`src/rtl/nibble_serial_addsub.sv`:
```
// Nibble-serial W-bit adder/subtractor.
// One 4-bit carry-lookahead slice is reused for every nibble, least significant
// nibble first. A registered carry links consecutive nibbles. Subtraction
// feeds the slice with ~b and a carry-in of 1, so a - b = a + ~b + 1.
module nibble_serial_addsub #(
  parameter int W = 32
) (
  input  logic         clk,
  input  logic         rst,
  input  logic         start,
  input  logic         sub,
  input  logic [W-1:0] a,
  input  logic [W-1:0] b,
  output logic         ready,
  output logic         busy,
  output logic         done,
  output logic [W-1:0] result,
  output logic         cout,
  output logic         ovf,
  output logic         zero
);

  localparam int NN = W / 4;
  localparam int CW = (NN > 1) ? $clog2(NN) : 1;
  localparam logic [CW-1:0] LAST = CW'(NN - 1);

  typedef enum logic [1:0] {IDLE, RUN, DONE} state_t;

  state_t         state_reg, state_next;
  logic           load;
  logic           last;

  logic [W-1:0]   a_reg, b_reg, acc_reg, acc_next;
  logic           c_reg;
  logic [CW-1:0]  cnt_reg;
  logic [W-1:0]   result_reg;
  logic           cout_reg, ovf_reg, zero_reg;

  // Operands viewed as nibble arrays so the counter selects the active slice.
  logic [3:0]     a_nib [NN];
  logic [3:0]     b_nib [NN];

  generate
    for (genvar gi = 0; gi < NN; gi++) begin : g_nib
      assign a_nib[gi] = a_reg[4*gi +: 4];
      assign b_nib[gi] = b_reg[4*gi +: 4];
    end
  endgenerate

  // Carry-lookahead slice for the nibble selected by the counter.
  logic [3:0] an, bn, g, p, sum;
  logic [4:0] c;

  // Generate/propagate terms and flattened lookahead carries for one nibble.
  always_comb begin
    an   = a_nib[cnt_reg];
    bn   = b_nib[cnt_reg];
    g    = an & bn;
    p    = an ^ bn;
    c[0] = c_reg;
    c[1] = g[0] | (p[0] & c[0]);
    c[2] = g[1] | (p[1] & g[0]) | (p[1] & p[0] & c[0]);
    c[3] = g[2] | (p[2] & g[1]) | (p[2] & p[1] & g[0])
         | (p[2] & p[1] & p[0] & c[0]);
    c[4] = g[3] | (p[3] & g[2]) | (p[3] & p[2] & g[1])
         | (p[3] & p[2] & p[1] & g[0]) | (p[3] & p[2] & p[1] & p[0] & c[0]);
    sum      = p ^ c[3:0];
    acc_next = {sum, acc_reg[W-1:4]};
  end

  assign last = (cnt_reg == LAST);

  // State register.
  always_ff @(posedge clk) begin
    if (rst) state_reg <= IDLE;
    else     state_reg <= state_next;
  end

  // Next-state logic and handshake outputs; load marks an accepted start.
  always_comb begin
    state_next = state_reg;
    load       = 1'b0;
    ready      = 1'b0;
    busy       = 1'b0;
    done       = 1'b0;
    case (state_reg)
      IDLE: begin
        ready = 1'b1;
        if (start) begin
          load       = 1'b1;
          state_next = RUN;
        end
      end
      RUN: begin
        busy = 1'b1;
        if (last) state_next = DONE;
      end
      DONE: begin
        ready = 1'b1;
        done  = 1'b1;
        if (start) begin
          load       = 1'b1;
          state_next = RUN;
        end else begin
          state_next = IDLE;
        end
      end
      default: state_next = IDLE;
    endcase
  end

  // Datapath: latch operands on start, process one nibble per RUN cycle,
  // and publish result and flags only on the edge that completes the top nibble.
  always_ff @(posedge clk) begin
    if (rst) begin
      a_reg      <= '0;
      b_reg      <= '0;
      acc_reg    <= '0;
      c_reg      <= 1'b0;
      cnt_reg    <= '0;
      result_reg <= '0;
      cout_reg   <= 1'b0;
      ovf_reg    <= 1'b0;
      zero_reg   <= 1'b1;
    end else if (load) begin
      a_reg   <= a;
      b_reg   <= b ^ {W{sub}};
      c_reg   <= sub;
      cnt_reg <= '0;
      acc_reg <= '0;
    end else if (state_reg == RUN) begin
      acc_reg <= acc_next;
      c_reg   <= c[4];
      cnt_reg <= cnt_reg + 1'b1;
      if (last) begin
        result_reg <= acc_next;
        cout_reg   <= c[4];
        ovf_reg    <= c[3] ^ c[4];
        zero_reg   <= (acc_next == '0);
      end
    end
  end

  assign result = result_reg;
  assign cout   = cout_reg;
  assign ovf    = ovf_reg;
  assign zero   = zero_reg;

endmodule

```
`config.mk`:
```
export PLATFORM = sky130hd
export DESIGN_NAME = nibble_serial_addsub
export DESIGN_NICKNAME = d
export VERILOG_FILES = /design/src/rtl/nibble_serial_addsub.sv
export SDC_FILE = /design/constraint.sdc
export NUM_CORES = 1
export LEC_CHECK = 0
export BUFFER_PORTS_ARGS = -buffer_cell sky130_fd_sc_hd__buf_4
export CAP_MARGIN = 20
export CORE_ASPECT_RATIO = 0.6
export CORE_MARGIN = 8
export CORE_UTILIZATION = 55
export DETAILED_ROUTE_END_ITERATION = 10
export PLACE_DENSITY = 0.79
export SETUP_SLACK_MARGIN = 0.02
export SYNTH_ARGS = -nofsm -noshare
export SYNTH_HDL_FRONTEND = slang
export SYNTH_SLANG_ARGS = --single-unit
```
`constraint.sdc`:
```
create_clock -name clk -period 3.46 [get_ports clk]
set_input_delay 0.519 -clock clk [delete_from_list [all_inputs] [get_ports clk]]
set_output_delay 0.519 -clock clk [all_outputs]
set_load 0.005 [all_outputs]
```
* Word-level counts from Yosys, hierarchy flattened
Cells that the tools add are included.
Word-level totals: output and inout bits 38, word-level logic and storage cells 74, bits in registers 137
Operators by class: add/subtract/negate cells 1, bitwise gates (word level) 33, reductions and logical operators 7, muxes and demuxes 17, equality and inequality tests 5, order comparisons 1
Operators by type and width (count):
- zero test 32 bit | 1
- bitwise XOR 32 bit | 1
- binary-select mux 4 bit (select 3 bit) | 2
- AND 1 bit | 16
- 2-to-1 mux 4 bit | 4
- bitwise OR 1 bit | 10
- 2-to-1 mux 1 bit | 8
- bitwise XOR 4 bit | 2
- case mux 2 bit (3 select lines) | 1
- AND 4 bit | 1
- >= comparator 4 bit (second input constant) | 1
- 2-to-1 mux 2 bit | 2
- != test 2 bit (second input constant) | 2
- inverter 3 -> 4 bit | 1
- OR reduction 2 bit | 2
- adder 3 x 1 -> 3 bit (second input constant) | 1
- == test 3 bit (second input constant) | 1
- AND reduction 3 bit | 1
- == test 2 x 1 -> 1 bit (second input constant) | 1
- == test 2 bit (second input constant) | 1
- zero test 2 bit | 1
- AND reduction 2 bit | 1
- nonzero test 2 bit | 1
- inverter 1 bit | 1
- bitwise XOR 1 bit | 1

* Depth between registers and ports, before layout
Gate-level depths: netlist (run 1).
word-level depth 12, gate-level depth with buffers 10, mapped depth without buffers 8

* Worst setup path before layout (run 1)
OpenSTA, ideal clock, no wires.
kind flip-flop to flip-flop, start point register cnt_reg[0], end point register ovf_reg (netlist: ovf), data arrival time 2.552 ns, clock period less this slack 2.643 ns, path buffers 2, slack 0.817 ns, setup time 0.091 ns, stages on the path, launching flop included 11, cells stage by stage dfxtp_1 -> buf_6 -> buf_12 -> mux4_2 -> mux2i_1 -> inv_1 -> ha_1 -> a211oi_2 -> nor2_1 -> or3_1 -> a311oi_1
On the way: cells in the longest elaborated chain, start to end 11
Ends and longest elaborated chain:
- start, declared | line 35 | logic [CW-1:0] cnt_reg;
- start signal, assigned | line 134 | cnt_reg <= cnt_reg + 1'b1;
- inverter 3 -> 4 bit (not written as such) | line 56, 57
- binary-select mux 4 bit (select 3 bit), on equally long branches | line 56, 57
- 2-to-1 mux 4 bit, on equally long branches (2 in series) | line 56, 57
- bitwise XOR 4 bit / AND 4 bit (equally long branches) | line 59, 58
- AND 1 bit, on equally long branches | line 65, 66
- bitwise OR 1 bit (tied with other cells) | line 65 | c[4] = g[3] | (p[3] & g[2]) | (p[3] & p[2] & g[1])
- bitwise OR 1 bit / AND 1 bit (equally long branches) | line 65, 66
- bitwise OR 1 bit / AND 1 bit (equally long branches) | line 66 | | (p[3] & p[2] & p[1] & g[0]) | (p[3] & p[2] & p[1] & p[0] & c[0]);
- bitwise OR 1 bit | line 66
- bitwise XOR 1 bit | line 138 | ovf_reg <= c[3] ^ c[4];
- end signal, assigned | line 138
- end, declared | line 37 | logic cout_reg, ovf_reg, zero_reg;
Parallel ways exist; a longest one is shown, timed or not. The select of a mux whose other input is x is not followed. A chain may end at the register's enable or synchronous reset.

* Worst setup path in the final report (run 1)
Same ends and word-level chain as after synthesis.

==> results of run 1 <==
-- routing by layer --
layer,routed length [um],up-vias,share of wire,track usage
met5,0,-,0,0
met4,221,0,0.016,0.0921
met3,1240,21,0.088,0.0587
met2,6100,201,0.43,0.298
met1,6630,2204,0.47,0.282
li1,-,2373,-,-
-- through the flow --
stage / utilization / instances
5_1_grt: 0.712 / 879
3_3_place_gp: 0.651 / 846
4_1_cts: 0.711 / 878
6_report: 0.712 / 879
2_1_floorplan: - / 648
3_5_place_dp: 0.651 / 846
-- tightest hold or removal path, stage by stage --
cell	delay, ns
sky130_fd_sc_hd__buf_4	0.11
sky130_fd_sc_hd__nand2_1	0.05
sky130_fd_sc_hd__a21oi_1	0.05
-- final timing paths --
kind	from	end	slack (ns)	cells after the start
setup / recovery	cnt_reg[0]$_SDFFE_PP0P_	ovf$_SDFFE_PP0P_	0.54	9
hold / removal	a[5]	a_reg[5]$_SDFFE_PP0P_	0.35	3
setup reg to reg	cnt_reg[0]$_SDFFE_PP0P_	ovf$_SDFFE_PP0P_	0.54	9
hold reg to reg	a_reg[16]$_SDFFE_PP0P_	a_reg[16]$_SDFFE_PP0P_	0.45	2
-- power by group through the flow --
stage	Clock [uW]	Sequential, uW	Combinational [uW]
after floorplan	0	1650	276
after global placement	0	1670	377
after detailed placement	0	1670	390
after CTS	1810	1640	396
after global routing	1880	1640	440
final	1790	1640	400
-- placed cells by master, fill, tap and decap left out, types with 5 or more instances in the layout --
cell and n:
sky130_fd_sc_hd__buf_4 113, sky130_fd_sc_hd__o21ai_0 5, sky130_fd_sc_hd__clkbuf_16 17, sky130_fd_sc_hd__a21oi_1 95
sky130_fd_sc_hd__mux4_1 14, sky130_fd_sc_hd__nor2_1 46, sky130_fd_sc_hd__nand3_1 5, sky130_fd_sc_hd__a211oi_1 34
sky130_fd_sc_hd__nand2_1 181, sky130_fd_sc_hd__clkbuf_8 5, sky130_fd_sc_hd__dfxtp_1 133, sky130_fd_sc_hd__mux2_2 6
sky130_fd_sc_hd__inv_1 5, sky130_fd_sc_hd__ha_1 6, sky130_fd_sc_hd__xnor2_1 34
-- final cells by class --
cell class | count | area (um2)
clock inverter | 8 | 96.3
inverter | 6 | 22.5
tap | 135 | 169
multi-input combinational | 458 | 2730
fill | 771 | 2850
timing repair buffer | 115 | 880
sequential | 133 | 2660
clock buffer | 24 | 502
-- cells by family (layout without fill, tap and decap cells) --
family	after synthesis	after routing	synth area share
simple gates	251	251	0.178
compound gates	142	142	0.146
flops	133	133	0.472
buf+inv	57	153	0.0461
xor+xnor	34	34	0.0527
mux	24	24	0.0886
fa+ha+maj	7	7	0.0168
==> flow_metrics.py, run 1 <==
metrics = {
    "status": {
        "status": "complete, no violations",
    },
    "floorplan": {
        "floorplan.die_area_um2": 13900,
        "floorplan.io_pins": 106,
        "die_width_um": 147,
        "height_of_the_die_um": 94.5,
        "num_rows": 28,
        "start_util": 0.570,
        "design.core.area_um2": 9910,
    },
    "layout": {
        "finish.net_count": 806,
        "layout-drive-gt1-share": 0.212,
        "areaGrowthSynthToFinish_pct": 25.1,
        "insertedDiodeCount": 0,
        "fin_area_um2": 7060,
    },
    "global_routing": {
        "globalRouteOverflowTotal": 0,
        "grt_pass1_vias": 4589,
        "initial_antenna_violation_count": 0,
        "global_route_wire_length_before_repair_mm": 23.0,
        "grt_start_max_net_pins": 103,
        "groute.usage.overall": 0.206,
    },
    "worst_setup_path": {
        "timing.critical_path.required_ns": 3.78,
        "worst_setup_path_start_kind": "register",
        "cpPeakStageDelay_ns": 0.57,
        "timing.critical_path.buf_inv": 2,
        "cpLargestDelayFamily": "multiplexers",
        "worstPathCellList": "buf_4, mux4_1, mux2i_1, inv_1, ha_1, a211oi_2, nor2_1, or3_1, a311oi_1",
        "crit_slowest_cell": "sky130_fd_sc_hd__mux4_1",
        "cp_max_fo": 10,
        "critical_path_arrival_ns": 3.24,
        "setup.worst_path.end_class": "register",
        "worst-setup-path-type": "register to register",
    },
    "power": {
        "part_of_the_total_power_dissipated_in_sequential_elements": 0.428,
        "net-switching-power_uw": 894,
        "fin_total_pwr_uw": 3830,
        "power_frac_comb": 0.104,
        "swShare": 0.233,
        "power_frac_clock": 0.468,
        "leakagePower_uw": 0.00275,
        "cell_internal_pwr_uw": 2940,
        "vdd_ir_drop_max_uv": 416,
        "power-per-cell-area_nw_per_um2": 542,
    },
    "yosys": {
        "synth.cells.most_frequent": "sky130_fd_sc_hd__nand2_1 (181), sky130_fd_sc_hd__dfxtp_1 (133), sky130_fd_sc_hd__a21oi_1 (95), sky130_fd_sc_hd__nor2_1 (46)",
        "main_synth_ff_type": "sky130_fd_sc_hd__dfxtp_1",
        "synthesis.area_um2": 5650,
        "yosys.cell_count.top_type": "sky130_fd_sc_hd__nand2_1",
        "synth.net_count": 723,
        "avgSynthCellArea_um2": 8.71,
        "synth_warnings": 0,
        "synth.top_cell.area_share": 0.472,
        "synthTopCellsByArea": "sky130_fd_sc_hd__dfxtp_1 (47%), sky130_fd_sc_hd__nand2_1 (12%), sky130_fd_sc_hd__a21oi_1 (8.4%)",
        "synth_sequential_area_ratio": 0.472,
        "synth-edff-count": 0,
        "yosys.cell_types.count": 41,
        "synth_largest_area_cell": "sky130_fd_sc_hd__dfxtp_1",
        "post_synth_inst_count": 648,
        "postSynth.asyncResetShare": 0,
        "ys_ff_latch": 133,
    },
    "timing": {
        "finalCritPeriodShare": 0.845,
        "holdWs_ns": 0.349,
        "timing.slew.headroom": 0.330,
        "grt_setup_unrepaired": "no",
        "fin_skew_ns": 0.00724,
        "fin_setup_tns_ns": 0,
        "timing.fmax_mhz": 342,
        "layout_setup_ws_ns": 0.537,
        "transition_time_of_the_tightest_slew_check_pin_ns": 1.01,
        "report.final.hold_viol_count": 0,
        "setup_viol": 0,
        "fin_crit_ns": 2.92,
        "drv_slew": 0,
    },
    "clocking": {
        "tritoncts": "done",
        "cts_max_level": 4,
        "clkLatencyLatePin_ns": 0.41,
        "resized_after_cts": 0,
        "clockRootBuffer": "sky130_fd_sc_hd__clkbuf_16",
        "cts_max_path_buffers": 2,
        "clkTransAtPathRegs_ns": 0.06,
        "cts-buffers-inserted": 17,
        "post-cts-setup-buffers": 0,
        "tritoncts_num_sinks": 133,
        "cts-hold-fix-buffers": 0,
    },
    "place": {
        "gp_congestion": 0.840,
        "numPortBuffers": 105,
        "detailedPlacementHpwl_mm": 9.77,
        "pre_cts_slack_ns": 0.584,
        "placedInstanceArea_um2": 6450,
    },
    "routing": {
        "ant_nets": 0,
        "postRouteWirelength_mm": 14.2,
        "drt_initial_violations": 346,
        "detail_route.drc_violations": 0,
        "route.detailed.vias_per_inst": 5.46,
        "routed_wire_length_per_instance_um": 16.2,
        "firstDrtPassIters": 4,
        "vias": 4799,
    },
    "min_path": {
        "worstHoldPathType": "input port to register",
    },
    "run": {
        "drv.max_cap_violation_count": 0,
    },
}
Note: power is estimated with default switching activity, not from simulation.
==> run 2: changes to the inputs <==
--- a/config.mk
+++ b/config.mk
@@ -9,9 +9,9 @@
 export CAP_MARGIN = 20
 export CORE_ASPECT_RATIO = 0.6
 export CORE_MARGIN = 8
-export CORE_UTILIZATION = 55
+export CORE_UTILIZATION = 50
 export DETAILED_ROUTE_END_ITERATION = 10
-export PLACE_DENSITY = 0.79
+export PLACE_DENSITY = 0.76
 export SETUP_SLACK_MARGIN = 0.02
 export SYNTH_ARGS = -nofsm -noshare
 export SYNTH_HDL_FRONTEND = slang
==> constraint.sdc (replaced) <==
create_clock -name clk -period 2.5 [get_ports clk]
set_input_delay 0.375 -clock clk [delete_from_list [all_inputs] [get_ports clk]]
set_output_delay 0.375 -clock clk [all_outputs]
set_load 0.005 [all_outputs]
==> run 2 against run 1 <==
  * The flow now finishes with violations (negative setup slack)
  * Critical path type unchanged
  * Utilization decreased by 5.1 points
  * Clock-buffer cell count decreased by 2
  * Cell area increased by 4.4%
  * Hold slack got worse by 0.15 ns
  * First-iteration DRC count increased by 48%
  * Register-to-register slack got worse by 0.64 ns
  * Power increased by 40%
  * Highest routed layer unchanged
  * Via count increased by 2.7%
  * Sequential cell count unchanged
  * Die area increased by 8.6%
  * Clock power increased by 35%
==> flow_metrics.py, run 2 (synthesis gave the netlist of run 1 again) <==
metrics = {
    "status": {
        "status": "finished with violations",
        "failing_checks": "negative setup slack",
    },
    "clocking": {
        "clockRootBuffer": "sky130_fd_sc_hd__clkbuf_16",
        "tritoncts_num_sinks": 133,
        "clkLatencyLatePin_ns": 0.42,
        "cts-buffers-inserted": 17,
        "cts_max_path_buffers": 2,
        "cts-hold-fix-buffers": 0,
        "cts_max_level": 4,
        "clkTransAtPathRegs_ns": 0.06,
        "tritoncts": "done",
    },
    "layout": {
        "layout-drive-gt1-share": 0.263,
        "fin_area_um2": 7370,
        "layout.cells.most_common_list": "sky130_fd_sc_hd__nand2_1 (181), sky130_fd_sc_hd__dfxtp_1 (132), sky130_fd_sc_hd__buf_4 (132), sky130_fd_sc_hd__a21oi_1 (93), sky130_fd_sc_hd__nor2_1 (46)",
        "fin_cells": 907,
        "multi_input_area_um2": 2900,
        "finish.net_count": 826,
        "register_area_um2": 2670,
        "areaGrowthSynthToFinish_pct": 30.5,
        "final.fill_count": 870,
        "leading_cell_type_in_the_layout_fill_and_taps_excluded": "sky130_fd_sc_hd__nand2_1",
        "insertedDiodeCount": 0,
    },
    "place": {
        "numPortBuffers": 105,
        "placedInstanceArea_um2": 6590,
        "numPlacedInstances": 867,
        "gp_congestion": 0.822,
        "pre_cts_slack_ns": -0.160,
        "detailedPlacementHpwl_mm": 10.4,
    },
    "power": {
        "power-per-cell-area_nw_per_um2": 730,
        "fin_total_pwr_uw": 5380,
        "leakagePower_uw": 0.00284,
        "vdd_ir_drop_max_uv": 445,
    },
    "timing": {
        "fin_setup_tns_ns": -0.135,
        "setup_viol": 2,
        "finalCritPeriodShare": 1.04,
        "timing.slew.headroom": 0.540,
        "transition_time_of_the_tightest_slew_check_pin_ns": 0.689,
        "report.final.hold_viol_count": 0,
        "drv_slew": 0,
        "fin_crit_ns": 2.60,
        "fin_skew_ns": 0.00911,
        "grt_setup_unrepaired": "yes",
        "layout_setup_ws_ns": -0.101,
        "timing.fmax_mhz": 384,
    },
    "floorplan": {
        "start_util": 0.507,
        "die_width_um": 153,
        "design.core.area_um2": 11100,
        "num_rows": 30,
        "height_of_the_die_um": 98.3,
        "floorplan.io_pins": 106,
        "floorplan.die_area_um2": 15100,
    },
    "worst_setup_path": {
        "worst-setup-path-type": "register to register",
        "critical_path_arrival_ns": 2.93,
        "timing.critical_path.required_ns": 2.83,
        "cp_max_fo": 8,
        "worst_setup_path_start_kind": "register",
        "setup.worst_path.end_class": "register",
    },
    "min_path": {
        "worstHoldPathType": "input port to register",
    },
    "global_routing": {
        "initial_antenna_violation_count": 0,
        "globalRouteOverflowTotal": 0,
        "grt_start_max_net_pins": 81,
        "global_route_wire_length_before_repair_mm": 23.9,
        "groute.usage.overall": 0.198,
        "grt_pass1_vias": 4752,
    },
    "routing": {
        "dr_wl_met2_mm": 6.87,
        "route.detailed.vias_per_inst": 5.43,
        "drt_initial_violations": 512,
        "ant_nets": 0,
        "met1_length_mm": 7.35,
        "postRouteWirelength_mm": 15.5,
        "route.top_layer_used": "met4",
        "firstDrtPassIters": 6,
        "routed_wire_length_per_instance_um": 17.1,
        "vias": 4929,
        "detail_route.drc_violations": 0,
        "met3WireLength_mm": 1.08,
    },
    "run": {
        "drv.max_cap_violation_count": 0,
    },
}
## run 2: cell count changes in the layout (fill, tap and decap cells not counted), sizes merged
cell	change
clkbuf	-2
clkinvlp	+1
buf	+20
## run 2: power by group
part / internal [uW] / switching (uW) / leakage (uW)
registers: 2210 / 65.1 / 0.00109
logic: 342 / 343 / 0.00148
clock network: 1510 / 914 / 0.000276
## run 2: path summary, 6_finish.rpt
| path | from | end | slack (ns) | cells past startpoint |
|---|---|---|---|---|
| max | cnt_reg[0]$_SDFFE_PP0P_ | ovf$_SDFFE_PP0P_ | -0.10 | 9 |
| min | a[14] | a_reg[14]$_SDFFE_PP0P_ | 0.20 | 3 |
| max reg2reg | cnt_reg[0]$_SDFFE_PP0P_ | ovf$_SDFFE_PP0P_ | -0.10 | 9 |
| min reg2reg | result[6]$_SDFFE_PP0P_ | result[6]$_SDFFE_PP0P_ | 0.45 | 2 |
## run 2: metrics by stage
| stage | util | hold slack, ns |
|---|---|---|
| floorplan | - | 0.432 |
| global route | 0.661 | 0.205 |
| global placement | 0.591 | 0.442 |
| detailed placement | 0.591 | 0.448 |
| CTS | 0.649 | 0.191 |
| finish | 0.661 | 0.198 |
## run 2: repair_timing
action	4_1_cts	5_1_grt
pin swaps	2	5
endpoints found under the setup margin	5	9
gates resized for setup	9	29
setup buffers	4	5
gates cloned	1	0
## run 2: layout make-up
class | instances | area share
multi-input combinational | 458 | 0.393
sequential | 133 | 0.362
timing repair buffer | 135 | 0.141
clock buffer | 22 | 0.0630
tap | 144 | 0.0244
clock inverter | 9 | 0.0141
inverter | 6 | 0.00306
## run 2: layer usage
layer  vias to the layer above  track usage
met3                        18       0.0547
met2                       212        0.297
met1                      2296        0.269
li1                       2403            -
met4                         0       0.0658
met5                         -            0
## run 2: critical path, stage by stage, from the launching register on
cell and delay (ns):
sky130_fd_sc_hd__dfxtp_4 0.36, sky130_fd_sc_hd__buf_8 0.14, sky130_fd_sc_hd__mux4_2 0.52, sky130_fd_sc_hd__mux2i_2 0.21
sky130_fd_sc_hd__inv_2 0.08, sky130_fd_sc_hd__ha_4 0.26, sky130_fd_sc_hd__a211oi_4 0.28, sky130_fd_sc_hd__nor2_1 0.10
sky130_fd_sc_hd__or3_1 0.33, sky130_fd_sc_hd__a311oi_2 0.24
